## src/rtl/sha256_pkg.sv

```systemverilog
// Shared types and constants for the SHA-256 round sequencer and its W schedule.
package sha256_pkg;

  typedef enum logic [2:0] {
    IDLE,
    LOAD_H,
    LOAD_M,
    RND_CALC,
    RND_FB,
    READ
  } state_t;

  localparam logic [3:0] IDLE_ADDR = 4'hE;
  localparam logic [3:0] FB_ADDR   = 4'hF;

  localparam logic [31:0] SHA256_IV [8] = '{
    32'h6a09e667, 32'hbb67ae85, 32'h3c6ef372, 32'ha54ff53a,
    32'h510e527f, 32'h9b05688c, 32'h1f83d9ab, 32'h5be0cd19
  };

  // Message-schedule sigmas: rotations written as fixed concatenations.
  function automatic logic [31:0] s0(input logic [31:0] x);
    return {x[6:0], x[31:7]} ^ {x[17:0], x[31:18]} ^ {3'b000, x[31:3]};
  endfunction

  function automatic logic [31:0] s1(input logic [31:0] x);
    return {x[16:0], x[31:17]} ^ {x[18:0], x[31:19]} ^ {10'b0, x[31:10]};
  endfunction

endpackage

```

## src/rtl/sha256_w_schedule.sv

```systemverilog
// Sliding 16-word W window: loads M0..M15, then expands one new word per round.
module sha256_w_schedule
  import sha256_pkg::*;
(
  input  logic        clk,
  input  logic        rst,
  input  logic        shift_in,
  input  logic [31:0] shift_data,
  input  logic        advance,
  output logic [31:0] w_out
);

  // win[0] is W_t (oldest), win[15] is W_t+15
  logic [31:0] win [16];
  logic [31:0] w_next;

  assign w_next = s1(win[14]) + win[9] + s0(win[1]) + win[0];
  assign w_out  = win[0];

  always_ff @(posedge clk) begin
    if (rst) begin
      for (int i = 0; i < 16; i++) win[i] <= '0;
    end else if (shift_in || advance) begin
      for (int i = 0; i < 15; i++) win[i] <= win[i + 1];
      win[15] <= shift_in ? shift_data : w_next;
    end
  end

endmodule

```

## src/rtl/sha256_round_sequencer.sv

```systemverilog
// Control sequencer for the SHA-256 round datapath: load H and M, run rounds, stream result.
// Build option SHA256_FINAL_ADD_EN adds the initial hash words to the output (true digest).
module sha256_round_sequencer
  import sha256_pkg::*;
#(
  parameter int ROUNDS = 64
) (
  input  logic        clk,
  input  logic        rst,
  input  logic        start,
  output logic        busy,
  input  logic        init_valid,
  output logic        init_ready,
  input  logic [31:0] init_data,
  input  logic        msg_valid,
  output logic        msg_ready,
  input  logic [31:0] msg_data,
  output logic        dout_valid,
  input  logic        dout_ready,
  output logic [31:0] dout_data,
  output logic        dout_last,
  output logic [31:0] mb_in_var,
  output logic [31:0] mb_in_w,
  output logic [5:0]  mb_k_num,
  output logic [3:0]  mb_mem_in_addr,
  output logic [3:0]  mb_mem_out_addr,
  output logic        mb_en_mem_out,
  input  logic [31:0] mb_out_var
);

  localparam logic [5:0] LAST_RND = 6'(ROUNDS - 1);

  state_t      state;
  logic [2:0]  h_idx;
  logic [3:0]  m_idx;
  logic [5:0]  rnd;
  logic [2:0]  o_idx;
  logic        init_hs;
  logic        msg_hs;
  logic        dout_hs;
  logic        w_advance;
  logic [31:0] w_out;
  logic [31:0] final_word;

  assign init_hs   = init_valid & init_ready;
  assign msg_hs    = msg_valid & msg_ready;
  assign dout_hs   = dout_valid & dout_ready;
  assign w_advance = (state == RND_FB);

  sha256_w_schedule u_w_schedule (
    .clk        (clk),
    .rst        (rst),
    .shift_in   (msg_hs),
    .shift_data (msg_data),
    .advance    (w_advance),
    .w_out      (w_out)
  );

  always_ff @(posedge clk) begin
    if (rst) begin
      state         <= IDLE;
      h_idx         <= '0;
      m_idx         <= '0;
      rnd           <= '0;
      o_idx         <= '0;
      busy          <= 1'b0;
      init_ready    <= 1'b0;
      msg_ready     <= 1'b0;
      dout_valid    <= 1'b0;
      mb_en_mem_out <= 1'b0;
    end else begin
      unique case (state)
        IDLE: if (start) begin
          state      <= LOAD_H;
          busy       <= 1'b1;
          init_ready <= 1'b1;
        end
        LOAD_H: if (init_hs) begin
          h_idx <= h_idx + 3'd1;
          if (h_idx == 3'd7) begin
            state      <= LOAD_M;
            init_ready <= 1'b0;
            msg_ready  <= 1'b1;
          end
        end
        LOAD_M: if (msg_hs) begin
          m_idx <= m_idx + 4'd1;
          if (m_idx == 4'd15) begin
            state         <= RND_CALC;
            msg_ready     <= 1'b0;
            mb_en_mem_out <= 1'b1;
            rnd           <= '0;
          end
        end
        RND_CALC: begin
          state         <= RND_FB;
          mb_en_mem_out <= 1'b0;
        end
        RND_FB: begin
          if (rnd == LAST_RND) begin
            state      <= READ;
            rnd        <= '0;
            o_idx      <= '0;
            dout_valid <= 1'b1;
          end else begin
            state         <= RND_CALC;
            rnd           <= rnd + 6'd1;
            mb_en_mem_out <= 1'b1;
          end
        end
        READ: if (dout_hs) begin
          o_idx <= o_idx + 3'd1;
          if (o_idx == 3'd7) begin
            state      <= IDLE;
            dout_valid <= 1'b0;
            busy       <= 1'b0;
          end
        end
        default: state <= IDLE;
      endcase
    end
  end

`ifdef SHA256_FINAL_ADD_EN
  logic [31:0] hreg [8];

  always_ff @(posedge clk) begin
    if (rst) begin
      for (int i = 0; i < 8; i++) hreg[i] <= '0;
    end else if (init_hs) begin
      hreg[h_idx] <= init_data;
    end
  end

  assign final_word = mb_out_var + hreg[o_idx];
`else
  assign final_word = mb_out_var;
`endif

  // Load address follows the live handshake so the datapath writes in the accept cycle.
  always_comb begin
    mb_mem_in_addr = IDLE_ADDR;
    mb_in_var      = '0;
    if (state == LOAD_H && init_hs) begin
      mb_mem_in_addr = {1'b0, h_idx};
      mb_in_var      = init_data;
    end else if (state == RND_FB) begin
      mb_mem_in_addr = FB_ADDR;
    end
  end

  assign mb_in_w         = (state == RND_CALC) ? w_out : '0;
  assign mb_k_num        = rnd;
  assign mb_mem_out_addr = {1'b0, o_idx};
  assign dout_data       = dout_valid ? final_word : '0;
  assign dout_last       = dout_valid && (o_idx == 3'd7);

endmodule

```

## config.mk

```make
export PLATFORM = sky130hd
export DESIGN_NAME = sha256_round_sequencer
export DESIGN_NICKNAME = d
export VERILOG_FILES = /design/src/rtl/sha256_pkg.sv /design/src/rtl/sha256_w_schedule.sv /design/src/rtl/sha256_round_sequencer.sv
export SDC_FILE = /design/constraint.sdc
export NUM_CORES = 1
export LEC_CHECK = 0
export BUFFER_PORTS_ARGS = -buffer_cell sky130_fd_sc_hd__buf_4
export CORE_ASPECT_RATIO = 1.4
export CORE_MARGIN = 8
export CORE_UTILIZATION = 45
export DETAILED_ROUTE_END_ITERATION = 12
export GPL_TIMING_DRIVEN = 0
export MAX_ROUTING_LAYER = met4
export PLACE_DENSITY = 0.74
export SYNTH_ARGS = -nofsm -noshare
export SYNTH_HDL_FRONTEND = slang
export SYNTH_SLANG_ARGS = --single-unit
```

## constraint.sdc

```tcl
create_clock -name clk -period 27.1 [get_ports clk]
set_input_delay 5.42 -clock clk [delete_from_list [all_inputs] [get_ports clk]]
set_output_delay 5.42 -clock clk [all_outputs]
set_load 0.01 [all_outputs]
```

# [Word-level counts from Yosys, hierarchy flattened]
# Memory sizes are Yosys's and may differ from the RTL's.
# Cells that the tools add are included.
[totals] regBits=24 mem_bits_rw=512 inputBits=102 out_inout_bits=116 elab_cells=140 memories=1
[mem_list] name="u_w_schedule.win" depth=16 word_bits=32 read_ports=16 rd_ports_with_merged_regs=0 write_ports=16 line="sha256_w_schedule.sv:14" text="logic [31:0] win [16];"
[op_classes] n_addsub=7 eq_ne=18 muxes=61 bitwise=23 n_reduce_logical=20
[ops] op="32-bit 2-to-1 mux" n=20
[ops] op="32-bit adder" n=3
[ops] op="32-bit bitwise XOR" n=2
[ops] op="32-bit by 22-bit bitwise XOR with 32-bit output" n=1
[ops] op="32-bit by 29-bit bitwise XOR with 32-bit output" n=1
[ops] op="3-bit 2-to-1 mux" n=10
[ops] op="1-bit 2-to-1 mux" n=19
[ops] op="6-bit 2-to-1 mux" n=3
[ops] op="3-bit case mux with 6 select lines" n=1
[ops] op="2-bit inequality test (second input constant)" n=8
[ops] op="1-bit OR" n=16
[ops] op="4-bit AND reduction" n=4
[ops] op="3-bit equality test (second input constant)" n=4
[ops] op="6-bit case mux with 2 select lines" n=1
[ops] op="2-bit nonzero test" n=5
[ops] op="1-bit case mux with 2 select lines" n=4
[ops] op="7-bit AND reduction" n=1
[ops] op="3-bit by 1-bit adder with 3-bit output (second input constant)" n=2
[ops] op="6-bit by 1-bit adder with 6-bit output (second input constant)" n=1
[ops] op="3-bit by 2-bit equality test with 1-bit output (second input constant)" n=2
[ops] op="6-bit equality test (second input constant)" n=1
[ops] op="3-bit case mux with 2 select lines" n=1
[ops] op="3-bit AND reduction" n=2
[ops] op="5-bit AND reduction" n=1
[ops] op="other kinds (12)" n=16

# [Longest topological paths before layout]
# Gate-level depths: netlist of the first run.
# An unclocked memory read counts as a cell.
[logic_depth] depth_word=8 mapped_depth=16

# [Hierarchy]
# From an unflattened synthesis of the first run, not the netlist that was laid out.
[unflattened] cells_unflattened=1944 hier_area_um2=25353.1
[by_module_without_submodules] module="sha256_w_schedule" n_inst=1 cells_per_inst=1694 area_per_inst_um2=23492.5 seq_area_each_um2=15374.7
[by_module_without_submodules] module="sha256_round_sequencer" n_inst=1 cells_per_inst=250 area_per_inst_um2=1860.5 seq_area_each_um2=480.5

# [Worst setup path before layout of the first run]
# OpenSTA, ideal clock, no wires.
[synth_path] path_type="in2reg" start="in rst" end="mem u_w_schedule.win[0][0], enable pin" setup_ns=3.652 t_arrival_ns=14.097 required_time_ns=23.448 setup_slack_ns=9.351 cell_stages=3 n_path_buf=1 path_cell_list="clkbuf_1 > nor2_1 > nand2_1"
[synth_lines] item="start, declared" line="sha256_round_sequencer.sv:9" text="input logic rst,"
[synth_lines] item="end, declared" line="sha256_w_schedule.sv:14"

# [Worst setup path after layout of the first run]
[layout_path] start="in init_valid" end="out mb_in_var[17]"
[layout_between] elab_chain_cells=3
[layout_lines] item="start, declared" line="sha256_round_sequencer.sv:12" text="input logic init_valid,"
[layout_lines] item="1-bit AND" line="sha256_round_sequencer.sv:45" text="assign init_hs = init_valid & init_ready;"
[layout_lines] item="1-bit logical AND" line="sha256_round_sequencer.sv:144" text="if (state == LOAD_H && init_hs) begin"
[layout_lines] item="32-bit 2-to-1 mux" line="sha256_round_sequencer.sv:144"
[layout_lines] item="end, declared" line="sha256_round_sequencer.sv:22" text="output logic [31:0] mb_in_var,"
# No other way between the ends.

==> results of run 1 <==
worst max-delay path, delay by kind of cell:
| family | cells | cell delay [ns] |
|---|---|---|
| simple gates | 2 | 0.50 |
| buf+inv | 4 | 0.92 |
metal layers:
| layer | vias to the layer above | global-route usage |
|---|---|---|
| met2 | 516 | 0.346 |
| li1 | 7188 | - |
| met4 | 0 | 0.0744 |
| met1 | 7568 | 0.243 |
| met5 | - | - |
| met3 | 120 | 0.0262 |
layout make-up:
cell class,count,share of cell area
Sequential cell,536,0.532
Clock buffer,62,0.0442
Antenna cell,1,0.0000840
Tap cell,735,0.0309
Inverter,146,0.0184
Clock inverter,31,0.0113
Timing Repair Buffer,222,0.0606
Multi-Input combinational cell,1195,0.291
Buffer,88,0.0113
cell families after synthesis:
group	share of synthesized area
compound gates	0.0450
flops	0.624
mux	0.000394
simple gates	0.179
xor+xnor	0.0496
other cells	0.000148
fa+ha+maj	0.0671
buf+inv	0.0348
path summary, 6_finish.rpt:
kind,to,startpoint,depth (start not counted)
setup / recovery,mb_in_var[17],init_valid,6
hold / removal,h_idx[1]$_SDFFE_PP0P_,h_idx[1]$_SDFFE_PP0P_,2
setup reg to reg,u_w_schedule.win[15][29]$_SDFFCE_PP0P_,u_w_schedule.win[14][18]$_SDFFCE_PP0P_,16
hold reg to reg,h_idx[1]$_SDFFE_PP0P_,h_idx[1]$_SDFFE_PP0P_,2
power groups by stage:
stage,clock network [mW],registers [mW],logic [mW]
4_1_cts,0.727,1.04,0.979
5_1_grt,0.754,1.05,1.09
2_1_floorplan,0,1.06,0.693
6_report,0.717,1.04,1.00
3_5_place_dp,0,1.06,0.967
3_3_place_gp,0,1.09,0.954
cells in the final DEF (no fill, tap or decap), drive strengths merged, types with 19 or more instances in the layout:
cell type / synthesis / routed
a21oi: 58 / 58
and2: 395 / 395
buf: 6 / 228
clkbuf: 82 / 144
clkinv: 0 / 21
dfxtp: 24 / 24
edfxtp: 512 / 512
fa: 62 / 62
ha: 37 / 37
inv: 146 / 148
nand2: 73 / 73
nand3: 19 / 19
nor2: 74 / 74
nor2b: 163 / 163
o21ai: 30 / 30
xnor2: 118 / 118
xor2: 26 / 26
sequential cells by signal, indices dropped and copies added, names as in the netlist:
register	count
u_w_schedule.win	512
state	3
init_ready	1
dout_valid	1
o_idx	3
m_idx	4
msg_ready	1
mb_k_num	6
h_idx	3
mb_en_mem_out	1
busy	1
metrics by stage:
step | hold slack (ns) | setup WS (ns) | util | power, mW | std cells
2_1_floorplan | 0.448 | 9.35 | - | 1.75 | 1965
3_3_place_gp | 0.465 | 4.93 | 0.498 | 2.04 | 2915
3_5_place_dp | 0.475 | 14.90 | 0.502 | 2.03 | 2922
4_1_cts | 0.484 | 14.90 | 0.531 | 2.75 | 3015
5_1_grt | 0.507 | 14.75 | 0.531 | 2.89 | 3015
6_report | 0.486 | 14.84 | 0.532 | 2.76 | 3016
==> out/metrics.cfg, run 1 <==
[finish]
fin_nets = 2440
multi_input_area_um2 = 8670
nFillCells = 4653
regArea_um2 = 15900
area_growth_pct = 17.3
drive_gt1_frac = 0.137
final_cell_area_um2 = 29800

[route]
dr_wl_met2_mm = 33.2
wire_per_inst_um = 21.4
wl_met3_mm = 3.45
dr_total_vias = 15400
top_layer_used = met4
drt_iter0_drc = 1183
detail-route-antenna-nets = 0
wl_met1_mm = 25.4
routed_wl_mm = 64.4
dr.pass1.iters = 5
viasPerCell = 5.10
drc_errors = 0

[global_routing]
grt_usage = 0.202
grt_max_degree = 79
grt_overflow = 0
antenna_found_initial = 0
grt_first_pass_wirelength_mm = 95.6
grt_pass1_vias = 15600

[clock_network]
cts_buffers = 50
htree_levels = 2
cts_root_buf = clkbuf_16
clockBufferDepth = 3
cts.hold.buffers_added = 0
cts.clk_slew.worst_paths_ns = 0.07
cts_sinks = 536
post-cts-setup-buffer-count = 0
cts_tree = built
post_cts_resized = 0
insertion_delay_ns = 0.58

[sta]
period_needed_ns = 12.26
finClkSkew_ns = 0.0172
max_freq_mhz = 81.6
hold_violations = 0
tns_ns = 0
slew_violations = 0
maxSlewHeadroom = 0.183
rsz0062_at_grt = false
min_period_over_period = 0.452
worst_slew_pin_slew_ns = 1.22
setup_viol = 0

[power_and_ir_drop]
p_sw_frac = 0.351
ir_worst_vdd_uv = 50.5
power_frac_comb = 0.362
p_int_mw = 1.79
power_density_nw_per_um2 = 92.6
pwr-share-clk = 0.260
power_leakage_nw = 11.7
seqPwrFrac = 0.378
p_switching_uw = 969

[yosys]
synth_top_area_frac = 0.605
synth-seq-cells = 536
synthArstFlopShare = 0
yosys_warnings = 0
syn_avg_cell_area_um2 = 12.9
syn_inst = 1965
synth.most_common_cell = edfxtp_1
ys.flop_type = edfxtp_1
netlist_area_um2 = 25400
synth_area_leader_cell = edfxtp_1
synth.yosys.seq_area_share = 0.624
synth_edf_count = 512
yosysUniqueCellTypes = 71
synth_common_cells = edfxtp_1, and2_1, nor2b_1
synthTopCellsByArea = edfxtp_1, and2_1, fa_1, xnor2_1, nor2b_1
syn_nets = 2166

[critical_path]
critical_path_arrival_ns = 6.84
reg2reg_slack_ns = 22.15
max_stage_delay_ns = 0.35
crit_path_cell_trace = buf_4 > and4_1 > clkbuf_1 > clkbuf_1 > and2_1 > buf_4
crit_slowest_cell = clkbuf_1
cp.required_ns = 21.68
crit_fanout = 10
cp-start-kind = input pin
cp-end-kind = primary output
worstSetupPathType = in2out

[run_status]
status = complete, no violations

[die]
io_pins = 218
core-area_um2 = 56100
die-area_um2 = 64400
fp.dieW_um = 217
initial_core_util = 0.453
fp-row-count = 103
die_h_um = 297

[placement]
dpl.hpwl_mm = 49.7
place.gp.congestion = 0.945
dpl_cell_area_um2 = 28100
io_buffer_count = 215

[hold_path]
min_path_type = reg2reg

[flow_run]
maxCapViolCount = 0

Note: power is estimated with default switching activity, not from simulation.
==> run 2, diff against run 1 <==
==> constraint.sdc (replaced) <==
create_clock -name clk -period 11.5 [get_ports clk]
set_input_delay 2.3 -clock clk [delete_from_list [all_inputs] [get_ports clk]]
set_output_delay 2.3 -clock clk [all_outputs]
set_load 0.01 [all_outputs]
==> run 2 against run 1 <==
Sequential cell count stayed put. Die area is the same. Sequential share of layout area is 0.29 points higher. Clock skew is 0.00064 ns lower. Non-clock buffer count decreased by 2. Combinational power grew 130%. Clock power rose by 120%. First-iteration DRC count is 5.2% higher. Critical path depth is the same. Count of clock-buffer cells in the layout grew 4. Worst setup slack lost 9.2 ns. Design area down 0.53%. Critical path type unchanged.
==> out/metrics.cfg, run 2 (synthesis gave the netlist of run 1 again) <==
[clock_network]
insertion_delay_ns = 0.57
cts_tree = built
clockBufferDepth = 3
post_cts_resized = 0
cts_root_buf = clkbuf_16
cts.hold.buffers_added = 0
cts_buffers = 49
cts_sinks = 536
cts.clk_slew.worst_paths_ns = 0.06
htree_levels = 2
post-cts-setup-buffer-count = 0

[sta]
min_period_over_period = 0.511
maxSlewHeadroom = 0.262
finClkSkew_ns = 0.0166
slew_violations = 0
fin_hold_ws_ns = 0.488
worst_slew_pin_slew_ns = 1.10
period_needed_ns = 5.88
max_freq_mhz = 170
rsz0062_at_grt = false
hold_violations = 0
setup_viol = 0

[finish]
area_growth_pct = 16.7
largest_reg_flops = 512
final_cells = 3013
drive_gt1_frac = 0.137
regMostFlops = u_w_schedule.win
regArea_um2 = 15900
final_cell_area_um2 = 29600
final_cell_mix = edfxtp_1, and2_1, buf_4
final_common_cell = edfxtp_1
multi_input_area_um2 = 8680
fin_nets = 2437
nFillCells = 4670

[power_and_ir_drop]
power_frac_comb = 0.366
total_power_mw = 6.37
pwr-share-clk = 0.248
power_density_nw_per_um2 = 215
p_int_mw = 4.13
p_switching_mw = 2.25
ir_worst_vdd_uv = 152
p_sw_frac = 0.353
power_leakage_nw = 11.6
seqPwrFrac = 0.386

[route]
dr_total_vias = 15300
wire_per_inst_um = 20.9
routed_wl_mm = 62.9
dr.pass1.iters = 5
drc_errors = 0
drt_iter0_drc = 1244
viasPerCell = 5.09
detail-route-antenna-nets = 0

[hold_path]
min_path_type = reg2reg

[die]
die_h_um = 297
fp.dieW_um = 217
die-area_um2 = 64400
fp-row-count = 103
core-area_um2 = 56100
io_pins = 218
initial_core_util = 0.453

[critical_path]
worstSetupPathType = in2out
cp-end-kind = primary output
cp.required_ns = 9.20
critical_path_arrival_ns = 3.58
cp-start-kind = input pin
crit_fanout = 10

[flow_run]
maxCapViolCount = 0

[global_routing]
grt_max_degree = 125
grt_overflow = 0
grt_pass1_vias = 15500
antenna_found_initial = 2
grt_usage = 0.199
grt_first_pass_wirelength_mm = 94.1

[placement]
io_buffer_count = 215
dp_cells = 2920
place.gp.congestion = 0.952
dpl_cell_area_um2 = 28100
dpl.hpwl_mm = 48.3

[run_status]
status = complete, no violations

run 2: changes by cell type in the layout (fill, tap and decap cells not counted), sizes merged:
cell      previous run  this run
buf                228       226
bufinv               7         3
clkinv              21        18
clkbuf             144       148
diode                1         2
clkinvlp             1         2
run 2: final cells by class:
type,instances,share of cell area
plain buffers,88,0.0113
inverters,146,0.0185
flip-flops and latches,536,0.535
diodes,2,0.000169
clock inverters,25,0.00701
multi-input cells,1195,0.293
repair buffers,220,0.0591
clock buffers,66,0.0450
well taps,735,0.0310
run 2: final timing paths:
check / depth (start not counted) / startpoint / to / slack [ns]
hold reg to reg: 2 / h_idx[2]$_SDFFE_PP0P_ / h_idx[2]$_SDFFE_PP0P_ / 0.49
setup reg to reg: 16 / u_w_schedule.win[14][20]$_SDFFCE_PP0P_ / u_w_schedule.win[15][29]$_SDFFCE_PP0P_ / 6.51
hold / removal: 2 / h_idx[2]$_SDFFE_PP0P_ / h_idx[2]$_SDFFE_PP0P_ / 0.49
setup / recovery: 6 / init_valid / mb_in_var[20] / 5.62
run 2: critical path, cell delays in order:
cell and delay [ns]:
buf_4 0.09, and4_1 0.22, clkbuf_1 0.35, clkbuf_1 0.30
and2_1 0.19, buf_4 0.12
run 2: power by group through the flow:
stage | sequential (mW) | combinational (mW) | clock [mW]
after detailed placement | 2.50 | 2.25 | 0
after global routing | 2.47 | 2.56 | 1.67
after floorplan | 2.47 | 1.63 | 0
final | 2.46 | 2.33 | 1.58
after global placement | 2.54 | 2.23 | 0
after CTS | 2.46 | 2.29 | 1.61
run 2: through the flow:
stage / util / setup slack (ns) / TNS (ns)
final: 0.529 / 5.62 / 0
after global routing: 0.529 / 5.48 / 0
after CTS: 0.529 / 5.63 / 0
after detailed placement: 0.501 / 5.64 / 0
after global placement: 0.498 / -0.495 / -226.20
after floorplan: - / 2.12 / 0
run 2: per-layer routing:
| layer | vias up | wire length, um | part of all wire | global-route usage |
|---|---|---|---|---|
| li1 | 7169 | - | - | - |
| met1 | 7532 | 24700 | 0.39 | 0.240 |
| met2 | 518 | 32000 | 0.51 | 0.336 |
| met3 | 130 | 3430 | 0.055 | 0.0221 |
| met4 | 0 | 2720 | 0.043 | 0.0813 |
| met5 | - | 0 | 0 | - |
